==> src/rtl/hunter_input_ctrl_if.sv <==
// Keyboard-side bus of the hunter input controller: scan bytes and frame tick in,
// held-key state, fire pulse and hunter position out.
interface hunter_input_ctrl_if;
  logic       scan_valid;
  logic [7:0] scan_code;
  logic       frame_tick;
  logic       shot_held;
  logic       left_held;
  logic       right_held;
  logic       fire_pulse;
  logic [7:0] hunter_x;
  logic       cooldown_busy;

  modport master (
    output scan_valid, scan_code, frame_tick,
    input  shot_held, left_held, right_held, fire_pulse, hunter_x, cooldown_busy
  );
  modport slave (
    input  scan_valid, scan_code, frame_tick,
    output shot_held, left_held, right_held, fire_pulse, hunter_x, cooldown_busy
  );
endinterface

==> src/rtl/hunter_input_ctrl.sv <==
// PS/2 set-2 parser tracking fire/left/right keys; rate-limited fire pulse and saturating hunter_x.
// Optional macro HUNTER_SPACE_FIRE_EN adds space (29) as a second fire key.
module hunter_input_ctrl #(
  parameter logic [7:0] X_MIN         = 8'd4,
  parameter logic [7:0] X_MAX         = 8'd152,
  parameter logic [7:0] X_INIT        = 8'd76,
  parameter logic [7:0] STEP          = 8'd2,
  parameter logic [3:0] FIRE_COOLDOWN = 4'd8
) (
  input  logic                 clock_i,
  input  logic                 reset_i,
  hunter_input_ctrl_if.slave   bus
);
  localparam logic [7:0] C_EXT   = 8'hE0;
  localparam logic [7:0] C_BRK   = 8'hF0;
  localparam logic [7:0] C_UP    = 8'h75;
  localparam logic [7:0] C_LEFT  = 8'h6B;
  localparam logic [7:0] C_RIGHT = 8'h74;

  typedef enum logic [1:0] {IDLE, EXT, BRK, EXT_BRK} state_e;

  state_e     state_q, state_d;
  logic       up_q, up_d, left_q, left_d, right_q, right_d;
  logic       shot_q, shot_d, fire_q, fire_d, busy_q, busy_d;
  logic [3:0] cnt_q, cnt_d;
  logic [7:0] x_q, x_d;
  logic [8:0] x_add, x_sub;
`ifdef HUNTER_SPACE_FIRE_EN
  localparam logic [7:0] C_SPACE = 8'h29;
  logic       space_q, space_d;
`endif

  always_comb begin
    state_d = state_q;
    up_d    = up_q;
    left_d  = left_q;
    right_d = right_q;
`ifdef HUNTER_SPACE_FIRE_EN
    space_d = space_q;
`endif
    if (bus.scan_valid) begin
      if (bus.scan_code == C_EXT) begin
        state_d = EXT;
      end else if (bus.scan_code == C_BRK) begin
        state_d = (state_q == EXT || state_q == EXT_BRK) ? EXT_BRK : BRK;
      end else begin
        state_d = IDLE;
        // Final byte of a sequence: only extended codes touch the arrow keys.
        if (state_q == EXT || state_q == EXT_BRK) begin
          case (bus.scan_code)
            C_UP:    up_d    = (state_q == EXT);
            C_LEFT:  left_d  = (state_q == EXT);
            C_RIGHT: right_d = (state_q == EXT);
            default: ;
          endcase
        end
`ifdef HUNTER_SPACE_FIRE_EN
        else if (bus.scan_code == C_SPACE) begin
          space_d = (state_q == IDLE);
        end
`endif
      end
    end

`ifdef HUNTER_SPACE_FIRE_EN
    shot_d = up_d | space_d;
`else
    shot_d = up_d;
`endif
    fire_d = shot_d & ~shot_q & (cnt_q == 4'd0);

    cnt_d = cnt_q;
    if (fire_d)                              cnt_d = FIRE_COOLDOWN;
    else if (bus.frame_tick && cnt_q != 4'd0) cnt_d = cnt_q - 4'd1;
    busy_d = (cnt_d != 4'd0);

    // 9-bit arithmetic so underflow shows up in bit 8 instead of wrapping.
    x_add = {1'b0, x_q} + {1'b0, STEP};
    x_sub = {1'b0, x_q} - {1'b0, STEP};
    x_d   = x_q;
    if (bus.frame_tick) begin
      if (left_q && !right_q)
        x_d = (x_sub[8] || x_sub[7:0] < X_MIN) ? X_MIN : x_sub[7:0];
      else if (right_q && !left_q)
        x_d = (x_add > {1'b0, X_MAX}) ? X_MAX : x_add[7:0];
    end
  end

  always_ff @(posedge clock_i) begin
    if (reset_i) begin
      state_q <= IDLE;
      up_q    <= 1'b0;
      left_q  <= 1'b0;
      right_q <= 1'b0;
      shot_q  <= 1'b0;
      fire_q  <= 1'b0;
      busy_q  <= 1'b0;
      cnt_q   <= 4'd0;
      x_q     <= X_INIT;
`ifdef HUNTER_SPACE_FIRE_EN
      space_q <= 1'b0;
`endif
    end else begin
      state_q <= state_d;
      up_q    <= up_d;
      left_q  <= left_d;
      right_q <= right_d;
      shot_q  <= shot_d;
      fire_q  <= fire_d;
      busy_q  <= busy_d;
      cnt_q   <= cnt_d;
      x_q     <= x_d;
`ifdef HUNTER_SPACE_FIRE_EN
      space_q <= space_d;
`endif
    end
  end

  assign bus.shot_held     = shot_q;
  assign bus.left_held     = left_q;
  assign bus.right_held    = right_q;
  assign bus.fire_pulse    = fire_q;
  assign bus.hunter_x      = x_q;
  assign bus.cooldown_busy = busy_q;
endmodule

==> src/flat_wrapper.sv <==
// flat-port wrapper written by rule: the top's interface ports become plain ports
module hunter_input_ctrl_flat 
#(
  parameter logic [7:0] X_MIN         = 8'd4,
  parameter logic [7:0] X_MAX         = 8'd152,
  parameter logic [7:0] X_INIT        = 8'd76,
  parameter logic [7:0] STEP          = 8'd2,
  parameter logic [3:0] FIRE_COOLDOWN = 4'd8
)
  (clock_i, reset_i, bus_scan_valid, bus_scan_code, bus_frame_tick, bus_shot_held, bus_left_held, bus_right_held, bus_fire_pulse, bus_hunter_x, bus_cooldown_busy);
  hunter_input_ctrl_if bus_i ();
  input  logic clock_i;
  input  logic reset_i;
  input wire logic [$bits(bus_i.scan_valid)-1:0] bus_scan_valid;
  input wire logic [$bits(bus_i.scan_code)-1:0] bus_scan_code;
  input wire logic [$bits(bus_i.frame_tick)-1:0] bus_frame_tick;
  output wire logic [$bits(bus_i.shot_held)-1:0] bus_shot_held;
  output wire logic [$bits(bus_i.left_held)-1:0] bus_left_held;
  output wire logic [$bits(bus_i.right_held)-1:0] bus_right_held;
  output wire logic [$bits(bus_i.fire_pulse)-1:0] bus_fire_pulse;
  output wire logic [$bits(bus_i.hunter_x)-1:0] bus_hunter_x;
  output wire logic [$bits(bus_i.cooldown_busy)-1:0] bus_cooldown_busy;
  assign bus_i.scan_valid = bus_scan_valid;
  assign bus_i.scan_code = bus_scan_code;
  assign bus_i.frame_tick = bus_frame_tick;
  assign bus_shot_held = bus_i.shot_held;
  assign bus_left_held = bus_i.left_held;
  assign bus_right_held = bus_i.right_held;
  assign bus_fire_pulse = bus_i.fire_pulse;
  assign bus_hunter_x = bus_i.hunter_x;
  assign bus_cooldown_busy = bus_i.cooldown_busy;
  hunter_input_ctrl #(.X_MIN(X_MIN), .X_MAX(X_MAX), .X_INIT(X_INIT), .STEP(STEP), .FIRE_COOLDOWN(FIRE_COOLDOWN)) u_core (.clock_i(clock_i), .reset_i(reset_i), .bus(bus_i));
endmodule
==> config.mk <==
export PLATFORM = sky130hd
export DESIGN_NAME = hunter_input_ctrl_flat
export DESIGN_NICKNAME = d
export VERILOG_FILES = /design/src/rtl/hunter_input_ctrl_if.sv /design/src/rtl/hunter_input_ctrl.sv /design/src/flat_wrapper.sv
export SDC_FILE = /design/constraint.sdc
export NUM_CORES = 1
export LEC_CHECK = 0
export ABC_AREA = 1
export CORE_MARGIN = 4
export CORE_UTILIZATION = 50
export DETAILED_ROUTE_END_ITERATION = 16
export PLACE_DENSITY = 0.77
export SYNTH_ARGS = -nofsm -noshare
export SYNTH_HDL_FRONTEND = slang
export SYNTH_SLANG_ARGS = --single-unit
==> constraint.sdc <==
create_clock -name clock_i -period 3.7 [get_ports clock_i]
set_input_delay 1.11 -clock clock_i [delete_from_list [all_inputs] [get_ports clock_i]]
set_output_delay 1.11 -clock clock_i [all_outputs]
set_load 0.03 [all_outputs]
==> run_results.csv, run 1 <==
group,metric,value,unit
die,dieHeight,58.8,um
power,p_leak,0.666,nW
setup_path,cp_num_buf_inv,1,
outcome,outcome,"finished, final reports clean",
synthesis,yosys_register_bits,18,
die,start_util,52.1,%
sta,hold_ws,484,ps
detailed_routing,antenna_left,0,
clock_network,htreeDepth,1,
synthesis,synth_area_leaders,"dfxtp_1, nand2_1, nor2_1",
clock_network,ctsResizeCount,0,
detailed_routing,route.vias.total,1289,
die,core-area,2480,sq um
sta,setup_slack,924,ps
place,gp_congestion,0.847,
power,power,0.503,mW
clock_network,root_buffer,"clkbuf_4",
clock_network,numClockSinks,18,
clock_network,cts-buffers-inserted,3,
synthesis,synth_nets,224,
detailed_routing,route.detailed.drc,0,
die,pin_count,25,
synthesis,syn_inst,208,
setup_path,end_kind,"output port",
die,fp.dieW,58.8,um
detailed_routing,vias_per_cell,4.94,
flow_run,cap_violations,0,
sta,grt_setup_unrepaired,"no",
die,dieArea,3460,sq um
setup_path,required,2590,ps
setup_path,crit_chain,"clkdlybuf4s50_1",
grt,grt_pass1_wl,4630,um
setup_path,critical_path.slowest_cell,"clkdlybuf4s50_1",
sta,min_period_over_period,75.0,%
die,rows,18,
synthesis,synth_top_cell_by_area,"dfxtp_1",
sta,hold_violations,0,
finish,post-route-util,63.2,%
detailed_routing,drtPass1Iterations,7,
synthesis,yosysUniqueCellTypes,27,
setup_path,crit_type,"flop to output port",
sta,skew,8.38,ps
grt,grt_overflow,0,
setup_path,path_delay_family,"buffers and inverters",
clock_network,cts_hold_buf,0,
finish,design_area,1570,sq um
grt,antenna_found_initial,0,
finish,n_fill_cell,254,
synthesis,syn_area_per_cell,6.21,sq um
sta,fmax,360,MHz
setup_path,r2r_start,"u_core.bus.hunter_x[1]",
place,pre_cts_ws,980,ps
place,placed_area,1530,sq um
setup_path,cp-start-kind,"flop",
min_path,hold_path_class,"flop to flop",
finish,fin_nets,248,
setup_path,critPathArrivalTime,1670,ps
clock_network,cts_tree,"yes",
synthesis,synth_top_cell_area_share,27.9,%
synthesis,synth_area,1290,sq um
finish,stdcell_count,261,
finish,antenna_cells,0,
setup_path,startpoint,"u_core.bus.hunter_x[3]",
setup_path,crit_fanout,9,
sta,drv_slew,0,
min_path,hp-start,"u_core.up_q",
clock_network,clkTransAtPathRegs,110,ps
setup_path,cpPeakStageDelay,760,ps
sta,setup_viol,0,
detailed_routing,post_drt_wl_per_cell,10.5,um
place,dp.cells,257,
sta,fin_crit,2780,ps
synthesis,synth.yosys.seq_area_share,27.9,%
place,dpl.hpwl,2220,um
power,cellPowerDensity,321,nW/um^2
clock_network,clock_path_buffers,2,
sta,setup_tns,0,ps
clock_network,postCtsSetupRepairBufs,0,
grt,track_usage,17.0,%
finish,drive_gt1_share,9.96,%
detailed_routing,routed_wl,2750,um
finish,syn_to_final_growth,21.2,%
power,vdd_ir_drop_max,0.000433,V
grt,grt_pass1_vias,1126,
clock_network,clk_latency,290,ps
detailed_routing,initialDrtViolationCount,53,
grt,grt_start_max_net_pins,12,
synthesis,ys_warn_count,0,
place,portBuffers,23,
## state kept, by name (all words and copies together) (netlist names)
register / flops
u_core.bus.cooldown_busy: 1
u_core.bus.fire_pulse: 1
u_core.bus.hunter_x: 7
u_core.bus.left_held: 1
u_core.bus.right_held: 1
u_core.cnt_q: 4
u_core.state_q: 2
u_core.up_q: 1
## area by class of cell
| cell class | instances | area (sq um) | share of cell area [%] |
|---|---|---|---|
| inverters | 29 | 109 | 6.95 |
| flip-flops and latches | 18 | 360 | 23.0 |
| clock buffers | 4 | 36.3 | 2.32 |
| repair buffers | 23 | 230 | 14.7 |
| multi-input cells | 157 | 792 | 50.6 |
| well taps | 30 | 37.5 | 2.40 |
## tightest hold or removal path, delay by kind of cell, from the launching register on
| family | cells | cell delay (ps) |
|---|---|---|
| DFF | 1 | 340 |
| and+or+nand+nor | 1 | 60 |
| AOI/OAI and AO/OA | 1 | 50 |
## routing by layer
metal | track usage (%) | up-vias | share of wire (%)
met1 | 22.8 | 572 | 49
li1 | - | 698 | -
met3 | 1.97 | 2 | 2.8
met4 | 6.80 | 0 | 0.58
met5 | 0 | - | 0
met2 | 27.6 | 17 | 48
## cell usage in the layout, fill, tap and decap left out, types with 4 or more instances in the layout
| cell | netlist | layout |
|---|---|---|
| nand2_1 | 54 | 54 |
| nor2_1 | 30 | 30 |
| inv_1 | 26 | 26 |
| clkdlybuf4s50_1 | 0 | 23 |
| dfxtp_1 | 18 | 18 |
| nand3_1 | 15 | 15 |
| o21ai_0 | 8 | 8 |
| a21oi_1 | 6 | 6 |
| nand2_2 | 5 | 5 |
| o21ai_1 | 5 | 5 |
| nand4_1 | 5 | 5 |
| nor2_2 | 4 | 4 |
| nand3_2 | 4 | 4 |
| nor3_1 | 4 | 4 |
| ha_1 | 4 | 4 |
## path summary, 6_finish.rpt
kind / end / slack (ps) / cells after the start
worst max-delay path: bus_hunter_x[3] / 920 / 1
worst min register to register: u_core.up_q / 480 / 2
worst max register to register: u_core.bus.hunter_x[1] / 1880 / 10
worst min-delay path: u_core.up_q / 480 / 2
## cell usage after synthesis, drive strengths merged
library cell,n
nor3,4
conb,1
nand4,5
and3,1
buf,3
nand3,19
nand2,59
xnor2,3
inv,28
nor2,36
dfxtp,18
a21oi,7
ha,4
xor2,2
nor4,2
a21boi,1
clkinv,1
o21ai,13
clkbuf,1
## logic make-up (layout without fill, tap and decap cells)
family	count (synthesis)	in the layout	share of synthesized area (%)
and+or+nand+nor	126	126	44.9
AOI/OAI and AO/OA	21	21	8.91
xor gates and xnor gates	5	5	3.39
buffers and inverters	33	56	10.8
other	1	1	0.290
DFF	18	18	27.9
adders and majority gates	4	4	3.88
## report_power, final
group	internal, mW	switching, mW
Combinational	0.0659	0.0873
Sequential	0.216	0.0128
Clock	0.0599	0.0610
Total	0.342	0.161
(Power assumes the default switching activity.)
==> inputs of run 2 (changes only) <==
Clock period 3.7 ns to 2.7 ns, I/O delays scaled along.
==> run_results.csv, run 2 (synthesis results as in run 1) <==
group,metric,value,unit
detailed_routing,wl_met2,1320,um
detailed_routing,initialDrtViolationCount,62,
setup_path,critical_path.slowest_cell,"clkdlybuf4s50_1",
finish,design_area,1600,sq um
setup_path,end_kind,"output port",
setup_path,crit_chain,"clkdlybuf4s50_1",
detailed_routing,drtPass1Iterations,4,
power,p_clk_share,23.9,%
die,pin_count,25,
setup_path,cp_num_buf_inv,1,
sta,drv_slew,0,
grt,grt_pass1_wl,5060,um
sta,hold_violations,0,
setup_path,cp-start-kind,"flop",
clock_network,root_buffer,"clkbuf_4",
setup_path,path_delay_family,"buffers and inverters",
clock_network,ctsResizeCount,0,
setup_path,r2r_cells,10,
die,fp.dieW,58.8,um
grt,track_usage,18.5,%
detailed_routing,top_layer_used,"met4",
setup_path,required,1890,ps
die,dieHeight,58.8,um
sta,grt_setup_unrepaired,"no",
min_path,hold_depth,2,
flow_run,cap_violations,0,
power,cellPowerDensity,434,nW/um^2
die,core-area,2480,sq um
detailed_routing,dr_wl_met3,79,um
min_path,hold_path_class,"flop to flop",
setup_path,crit_cells,1,
finish,layout_commonest_cell,"nand2_1",
finish,fin_nets,252,
place,portBuffers,23,
sta,skew,6.30,ps
sta,fmax,426,MHz
detailed_routing,vias_per_cell,4.98,
clock_network,clk_latency,290,ps
clock_network,clkTransAtPathRegs,100,ps
place,placed_area,1560,sq um
power,switching_share,31.9,%
clock_network,htreeDepth,1,
power,p_int,0.471,mW
sta,fin_crit,2350,ps
sta,setup_slack,353,ps
detailed_routing,antenna_left,0,
setup_path,cpPeakStageDelay,730,ps
setup_path,crit_fanout,8,
detailed_routing,wl_met1,1310,um
setup_path,critPathArrivalTime,1540,ps
finish,antenna_cells,0,
clock_network,cts-buffers-inserted,3,
detailed_routing,routed_wl,2760,um
power,pwr-share-seq,45.4,%
setup_path,crit_type,"flop to output port",
clock_network,numClockSinks,18,
clock_network,cts_tree,"yes",
finish,layout_common_cells,"nand2_1, nor2_1, inv_1",
die,rows,18,
grt,antenna_found_initial,0,
clock_network,cts_hold_buf,0,
place,dpl.hpwl,2220,um
detailed_routing,route.detailed.drc,0,
grt,grt_start_max_net_pins,11,
grt,grt_pass1_vias,1238,
power,switchingPower,0.221,mW
grt,grt_overflow,0,
power,power.share.combinational,30.7,%
place,pre_cts_ws,344,ps
clock_network,clock_path_buffers,2,
die,start_util,52.1,%
sta,min_period_over_period,86.9,%
die,dieArea,3460,sq um
sta,setup_tns,0,ps
finish,syn_to_final_growth,23.5,%
power,p_leak,0.686,nW
finish,post-route-util,64.4,%
sta,setup_viol,0,
clock_network,postCtsSetupRepairBufs,0,
power,vdd_ir_drop_max,0.000457,V
outcome,outcome,"finished, final reports clean",
detailed_routing,post_drt_wl_per_cell,10.4,um
finish,drive_gt1_share,11.5,%
finish,largest_register_ff_count,7,
detailed_routing,route.vias.total,1319,
place,gp_congestion,0.846,
-- run 2: cell count changes in the layout (fill, tap and decap cells not counted), sizes merged --
cell  delta
buf      +4
-- run 2: final timing paths --
check / slack, ps / to / from
min reg2reg: 490 / u_core.up_q / u_core.up_q
max: 350 / bus_hunter_x[5] / u_core.bus.hunter_x[5]
max reg2reg: 890 / u_core.bus.hunter_x[7] / u_core.bus.hunter_x[1]
min: 490 / u_core.up_q / u_core.up_q
-- run 2: power by group through the flow --
stage               clock network [mW]  logic [mW]  registers [mW]
floorplan                            0       0.139           0.331
global placement                     0       0.210           0.318
detailed placement                   0       0.213           0.319
CTS                              0.173       0.214           0.314
global route                     0.185       0.255           0.316
finish                           0.165       0.213           0.314
-- run 2: through the flow --
stage	hold slack (ps)	std cells	power, mW
detailed placement	475	261	0.532
global placement	468	261	0.528
global route	513	265	0.756
finish	486	265	0.692
CTS	494	265	0.700
floorplan	452	208	0.470
-- run 2: final cells by class --
cell class              count  area, sq um
flip-flops and latches     18          360
repair buffers             27          260
inverters                  29          109
fillers                   245          882
well taps                  30         37.5
clock buffers               4         36.3
multi-input cells         157          792
-- run 2: layer usage --
layer  vias to the layer above  global-route usage [%]
met2                        24                    30.1
met1                       580                    24.1
li1                        710                       -
met4                         0                    8.09
met5                         -                       0
met3                         5                    2.63
-- run 2: worst reg2reg max path: stages (launching register included) --
cell and delay (ps):
dfxtp_1 460, inv_2 110, ha_1 280, xnor2_1 220
nand3_1 100, nor2_1 130, nand3_2 100, nand3_2 120
nor2_1 50, o21ai_1 110, inv_1 40
==> inputs of run 3 (changes only) <==
Settings changed: CORE_UTILIZATION 50 to 40, PLACE_DENSITY 0.77 to default.
==> run_results.csv, run 3 (synthesis results as in run 1) <==
group,metric,value,unit
grt,grt_pass1_vias,1296,
clock_network,clk_latency,290,ps
finish,layout.area.seq,360,sq um
setup_path,cp-start-kind,"flop",
finish,drive_gt1_share,11.5,%
die,start_util,42.0,%
place,gp_congestion,0.851,
sta,drv_slew,0,
detailed_routing,route.detailed.drc,0,
power,power.share.combinational,30.8,%
finish,multi_input_area,792,sq um
die,rows,20,
clock_network,postCtsSetupRepairBufs,0,
die,dieHeight,64.8,um
power,switching_share,32.2,%
setup_path,path_delay_family,"buffers and inverters",
grt,antenna_found_initial,0,
clock_network,numClockSinks,18,
clock_network,htreeDepth,1,
place,placed_area,1580,sq um
sta,setup_viol,0,
setup_path,crit_type,"flop to output port",
finish,stdcell_count,279,
finish,antenna_cells,0,
detailed_routing,antenna_left,0,
die,pin_count,25,
finish,post-route-util,52.4,%
setup_path,r2r_start,"u_core.bus.hunter_x[1]",
power,cellPowerDensity,429,nW/um^2
setup_path,required,1890,ps
sta,fmax,427,MHz
finish,largest_register_ff_count,7,
grt,grt_pass1_wl,4940,um
sta,setup_tns,0,ps
power,power,0.692,mW
place,portBuffers,23,
clock_network,cts-buffers-inserted,3,
finish,fin_nets,252,
setup_path,r2r_cells,10,
power,p_int,0.470,mW
setup_path,startpoint,"u_core.bus.hunter_x[5]",
detailed_routing,initialDrtViolationCount,58,
setup_path,critPathArrivalTime,1530,ps
finish,layout_commonest_cell,"nand2_1",
grt,grt_overflow,0,
grt,track_usage,14.6,%
clock_network,root_buffer,"clkbuf_4",
min_path,hold_path_class,"flop to flop",
setup_path,critical_path.slowest_cell,"clkdlybuf4s50_1",
power,vdd_ir_drop_max,0.000407,V
detailed_routing,routed_wl,2910,um
setup_path,crit_chain,"clkdlybuf4s50_1",
setup_path,r2r_end,"u_core.bus.hunter_x[7]",
clock_network,ctsResizeCount,0,
detailed_routing,route.vias.total,1339,
power,pwr-share-seq,45.2,%
setup_path,endpoint,"bus_hunter_x[5]",
die,core-area,3080,sq um
setup_path,crit_fanout,8,
sta,skew,12.8,ps
clock_network,cts_tree,"yes",
flow_run,cap_violations,0,
detailed_routing,post_drt_wl_per_cell,10.4,um
clock_network,cts_hold_buf,0,
power,p_clk_share,24.0,%
finish,design_area,1610,sq um
sta,grt_setup_unrepaired,"no",
finish,layout_common_cells,"nand2_1, nor2_1, inv_1",
sta,hold_ws,494,ps
clock_network,clkTransAtPathRegs,110,ps
setup_path,crit_cells,1,
setup_path,rrSetupSlack,860,ps
setup_path,end_kind,"output port",
die,fp.dieW,64.8,um
place,pre_cts_ws,355,ps
detailed_routing,drtPass1Iterations,4,
setup_path,cpPeakStageDelay,730,ps
detailed_routing,vias_per_cell,4.80,
finish,n_fill_cell,324,
place,dpl.hpwl,2390,um
sta,hold_violations,0,
grt,grt_start_max_net_pins,11,
sta,fin_crit,2340,ps
setup_path,cp_num_buf_inv,1,
power,p_leak,0.686,nW
outcome,outcome,"finished, final reports clean",
power,switchingPower,0.223,mW
sta,setup_slack,356,ps
sta,min_period_over_period,86.8,%
finish,syn_to_final_growth,24.9,%
place,dp.cells,275,
die,dieArea,4200,sq um
clock_network,clock_path_buffers,2,
==> run 3: power by group through the flow <==
| stage | combinational, mW | clock, mW | sequential [mW] |
|---|---|---|---|
| 2_1_floorplan | 0.139 | 0 | 0.331 |
| 3_3_place_gp | 0.207 | 0 | 0.318 |
| 3_5_place_dp | 0.214 | 0 | 0.319 |
| 4_1_cts | 0.216 | 0.172 | 0.313 |
| 5_1_grt | 0.249 | 0.187 | 0.316 |
| 6_report | 0.213 | 0.166 | 0.313 |
==> run 3: worst min-delay path by stage <==
stage | cells after the start | startpoint | slack, ps | endpoint
global placement | 2 | u_core.up_q | 470 | u_core.up_q
finish | 2 | u_core.state_q[1] | 490 | u_core.state_q[1]
floorplan | 2 | u_core.state_q[1] | 450 | u_core.state_q[1]
detailed placement | 2 | u_core.up_q | 480 | u_core.up_q
global route | 2 | u_core.state_q[1] | 520 | u_core.state_q[1]
CTS | 2 | u_core.state_q[1] | 500 | u_core.state_q[1]
==> run 3: routing by layer <==
metal	GRT usage, %	routed length (um)
met5	0	0
met4	5.28	14
met3	1.56	69
met2	28.0	1520
met1	16.2	1300
==> run 3: layout make-up <==
class | instances | area share (%)
Multi-Input combinational cell | 157 | 49.1
Sequential cell | 18 | 22.3
Timing Repair Buffer | 27 | 16.1
Inverter | 29 | 6.75
Tap cell | 44 | 3.41
Clock buffer | 4 | 2.25
==> RTL edit 1, RTL diff (config.mk and constraints of run 2) <==
`FIRE_COOLDOWN` is set to 4'd8 in 2 places; all go to 4'd4.
--- a/src/rtl/hunter_input_ctrl.sv
+++ b/src/rtl/hunter_input_ctrl.sv
@@ -7,3 +7,3 @@
   parameter logic [7:0] STEP          = 8'd2,
-  parameter logic [3:0] FIRE_COOLDOWN = 4'd8
+  parameter logic [3:0] FIRE_COOLDOWN = 4'd4
 ) (
--- a/src/flat_wrapper.sv
+++ b/src/flat_wrapper.sv
@@ -7,3 +7,3 @@
   parameter logic [7:0] STEP          = 8'd2,
-  parameter logic [3:0] FIRE_COOLDOWN = 4'd8
+  parameter logic [3:0] FIRE_COOLDOWN = 4'd4
 )
Formal check against the unedited RTL: not equivalent (Yosys sat finds a counterexample within 10 cycles, from zero or initial values and one cycle with reset_i high).
==> RTL edit 1 against run 2 <==
Die area increased by 2.5%; setup slack better by 19 ps; global-route usage is 0.30 points lower; via count grew 2.8%; routed wire length up 1.4%; maximum frequency up 0.82%; hold slack worse by 9.7 ps; sequential cell count stayed put; largest cell class unchanged; power grew 8.3%; design area increased by 1.9%; largest power group unchanged; area after synthesis rose by 2.9%; synthesized cell count up 4.8%; count of clock-buffer cells in the layout unchanged.
==> RTL edit 1: results (changes against run 2) <==
- Routed wire per std cell: 10.2 um (-1.9%)
- Maximum VDD drop: 0.564 mV (+23%)
- Register area share after synthesis: 0.271 (-0.00788)
- Max Clock Skew: 3.39 ps (-2.92 ps)
- Vias: 1356 (+2.8%)
- Static Leakage: 0.701 nW (+2.3%)
- Setup TNS: 0 ps (unchanged)
- Fin nets: 261 (+3.6%)
- N_diodes: 0 (unchanged)
- Met1 WL: 1300 um (-1.1%)
- Vias in the first global route: 1308 (+5.7%)
- Adder-cell share of the synthesized area: 0.0377 (-0.00109)
- Worst path max stage delay: 730 ps (about the same)
- Hold_ws: 476 ps (-9.72 ps)
- Post-CTS Resized: 0 (unchanged)
- Crit path DAT: 1520 ps (-20 ps)
- DR WL met2: 1360 um (+3.1%)
- Initial antenna violation count: 0 (unchanged)
- Xor/xnor share of the synthesized area: 0.0264 (-0.00755)
- Clock Root Buffer: clkbuf_4
- Worst skew pair latency: around 280 ps
- Reg2reg setup slack: around 900 ps
- Post-DP HPWL: 2310 um (+4.0%)
- GPL Wtd Cong: 0.817 (-3.4%)
- CP max FO: 8 (unchanged)
- Top cells by count, synth: nand2_1 (51), inv_1 (33), nor2_1 (33), dfxtp_1 (18), nand3_1 (16)
- Placed cell areas: 0.00159 sq mm (+1.9%)
- GRT Total Usage: 0.182 (-0.00296)
- Ys flop type: dfxtp_1
- Global-route wire length before repair: 5110 um (+0.83%)
- Post-Place Worst Slack: 448 ps (+103 ps)
- Cell Area, Synth: 0.00133 sq mm (+2.9%)
- Status: finished, final reports clean
- Clock-pin transition on the worst setup and hold timing paths: 100 ps (about the same)
- First-iteration detailed-routing DRC count: 57 (-8.1%)
- Max FFs per register: 7 (unchanged)
- Largest net degree at the start of global routing: 11 (unchanged)
- Setup slack after layout: 372 ps (+19.2 ps)
- Post-Syn Nets: 234 (+4.5%)
- H-Tree Level Count: 1 (unchanged)
- Met3 WL post-DR: 112 um (+42%)
- Library cells used by synthesis: 29 (+7.4%)
- Compound-Gate Fraction of Synth Area: 0.0913 (+0.00219)
- Top post-synthesis cells by area: dfxtp_1 (27%), nand2_1 (14%), inv_1 (9.3%), nor2_1 (9.3%), nand3_1 (6.0%)
- Layout cells sized above 1: 0.0943 (-0.0206)
==> RTL edit 1: logic make-up (layout without fill, tap and decap cells) <==
family	Yosys count	count (layout)
flops	18	18
fa+ha+maj	4	4
buf+inv	42	68
other cells	1	1
compound gates	23	23
xor+xnor	4	4
simple gates	126	126
==> RTL edit 1: area by class of cell <==
type	count	area (sq um)
Fill cell	241	875
Sequential cell	18	360
Inverter	38	144
Multi-Input combinational cell	158	795
Timing Repair Buffer	26	253
Tap cell	30	37.5
Clock buffer	4	36.3
==> RTL edit 1: final timing paths <==
check                                           start                             endpoint  depth (start not counted)
setup / recovery  u_core.bus.hunter_x[6]$_SDFFE_PP1P_                      bus_hunter_x[6]                          1
hold / removal      u_core.bus.left_held$_SDFFE_PP0P_    u_core.bus.left_held$_SDFFE_PP0P_                          2
setup reg to reg  u_core.bus.hunter_x[1]$_SDFFE_PP0P_  u_core.bus.hunter_x[5]$_SDFFE_PP0P_                         10
hold reg to reg     u_core.bus.left_held$_SDFFE_PP0P_    u_core.bus.left_held$_SDFFE_PP0P_                          2
==> RTL edit 1: metal layers <==
metal	GRT usage	vias up
met5	0	-
met4	0.0665	0
met3	0.0261	4
met2	0.312	26
met1	0.229	586
li1	-	740
==> RTL edit 1: worst reg2reg max path, stage by stage, from the launching register on <==
cell and delay (ps):
dfxtp_1 460, inv_2 90, ha_1 270, xnor2_1 220, nand3_1 110, nor2_1 130
nand3_2 100, nand3_2 120, nor2_1 50, nor2_1 100, nor2_1 50
==> RTL edit 1: where the power goes <==
group	switching, W	internal (W)
Sequential	0.0000162	0.000299
Combinational	0.000163	0.000112
Clock	0.0000770	0.0000820
Total	0.000257	0.000493
==> RTL edit 1: per-stage QoR <==
step           power, W  cells   util
3_3_place_gp   0.000588    270  0.636
5_1_grt        0.000826    274  0.650
6_report       0.000750    274  0.650
3_5_place_dp   0.000598    270  0.636
4_1_cts        0.000764    274  0.650
2_1_floorplan  0.000525    218      -
==> RTL edit 2, RTL diff (config.mk and constraints of run 2) <==
Made on the original files. Encoding of `state_e`: now one-hot (4 bits for 4 states).
--- a/src/rtl/hunter_input_ctrl.sv
+++ b/src/rtl/hunter_input_ctrl.sv
@@ -19,3 +19,3 @@
 
-  typedef enum logic [1:0] {IDLE, EXT, BRK, EXT_BRK} state_e;
+  typedef enum logic [3:0] {IDLE = 4'b0001, EXT = 4'b0010, BRK = 4'b0100, EXT_BRK = 4'b1000} state_e;
 
Formal check against the unedited RTL: same outputs for any inputs over 10 cycles, from zero or initial values and one cycle with reset_i high; not proved beyond that.
==> RTL edit 2 against run 2 <==
Area after synthesis increased by 11%; hold slack improved by 13 ps; sequential cell count increased by 2; non-clock buffer count increased by 1; count of clock-buffer cells in the layout decreased by 1; critical path depth unchanged; setup slack got worse by 11 ps; routed wire length increased by 10%; design area increased by 9.1%; synthesized cell count increased by 7.2%; power increased by 16%.
==> RTL edit 2: results (changes against run 2) <==
- Flop+latch power: 0.000344 W (+9.6%)
- Top cells by count, synth: nand2_1 (52), inv_1 (33), nor2_1 (22), dfxtp_1 (20), nand3_1 (19)
- Comb power frac: 0.269 (-0.038)
- DR vias/cell: 5.24 (+5.4%)
- Crit path launch: u_core.bus.hunter_x[4]$_SDFFE_PP0P_
- First-iteration detailed-routing DRC count: 61 (-1.6%)
- Multi-input comb cells: 159 (+1.3%)
- NonClk Buf Share: 0.154 (-0.00929)
- Top post-synthesis cells by area: dfxtp_1 (28%), nand2_1 (14%), inv_1 (8.7%), nand3_1 (6.6%), nand4_1 (6.1%)
- Fraction of area in multi-input gates: 0.476 (-0.0206)
- GPL Wtd Cong: 0.874 (+3.4%)
- DR WL met2: 1500 um (+14%)
- Seq_cells: 20 (+2)
- FF-to-FF End: u_core.bus.hunter_x[3]$_SDFFE_PP1P_
- Met3 Use GR: 0.0210 (-0.00535)
- M1 GR Usage: 0.230 (-0.0105)
- Largest net degree at the start of global routing: 13 (+2)
- Vias: 1463 (+11%)
- Syn Area/Cell: 6.42 sq um (+3.4%)
- FF-to-FF path depth: 14 (+4)
- Worst r2r src: u_core.bus.hunter_x[2]$_SDFFE_PP1P_
- Global-route wire length before repair: 5360 um (+5.9%)
- Met2 Use GR: 0.321 (+0.0201)
- Post-Syn Nets: 239 (+6.7%)
- Library cells used by synthesis: 30 (+11%)
- Placed Cells: 275 (+5.4%)
- Critical Path End: bus_hunter_x[4]
- Layout cells sized above 1: 0.0968 (-0.0181)
- Clock network share of area: 0.0302 (+0.00745)
- Maximum VDD drop: 0.516 mV (+13%)
- Post-DP HPWL: 2420 um (+9.3%)
- Vias in the first global route: 1345 (+8.6%)
- Routed wire per std cell: 10.9 um (+4.5%)
- Status: finished, final reports clean
- # fillers: 262 (+6.9%)
- Non-clock inverters: 37 (+28%)
- Fin nets: 265 (+5.2%)
- Met1 WL: 1360 um (+3.8%)
- Seq area share: 0.230 (+0.00417)
- Startpoint of the worst hold path: u_core.state_q[2]$_SDFFE_PP0P_
- Clock-pin transition on the worst setup and hold timing paths: 120 ps (+20 ps)
- GRT Total Usage: 0.185 (about the same)
- Sequential share of power: 0.429 (-0.025)
RTL edit 2: cell count changes in the layout (fill, tap and decap cells not counted), moves of 3 or more:
cell,run 2,this run
nand4_1,5,14
nand3_1,15,19
nor2_1,30,22
a21oi_1,6,12
o21ai_0,8,5
inv_1,26,33
nand2_2,5,2
o21ai_1,5,2
RTL edit 2: worst min path at each step:
stage / to / slack, ps
detailed placement: u_core.state_q[2]$_SDFFE_PP0P_ / 470
finish: u_core.state_q[2]$_SDFFE_PP0P_ / 500
global placement: u_core.state_q[2]$_SDFFE_PP0P_ / 460
global route: u_core.state_q[2]$_SDFFE_PP0P_ / 520
CTS: u_core.state_q[3]$_SDFFE_PP0P_ / 500
floorplan: u_core.state_q[2]$_SDFFE_PP0P_ / 450
RTL edit 2: cell families after synthesis:
logic type,Yosys count,synth area share
AOI/OAI and AO/OA,23,0.0874
xor gates and xnor gates,7,0.0481
adders and majority gates,4,0.0350
buffers and inverters,44,0.142
DFF,20,0.280
other,1,0.00262
and+or+nand+nor,124,0.406
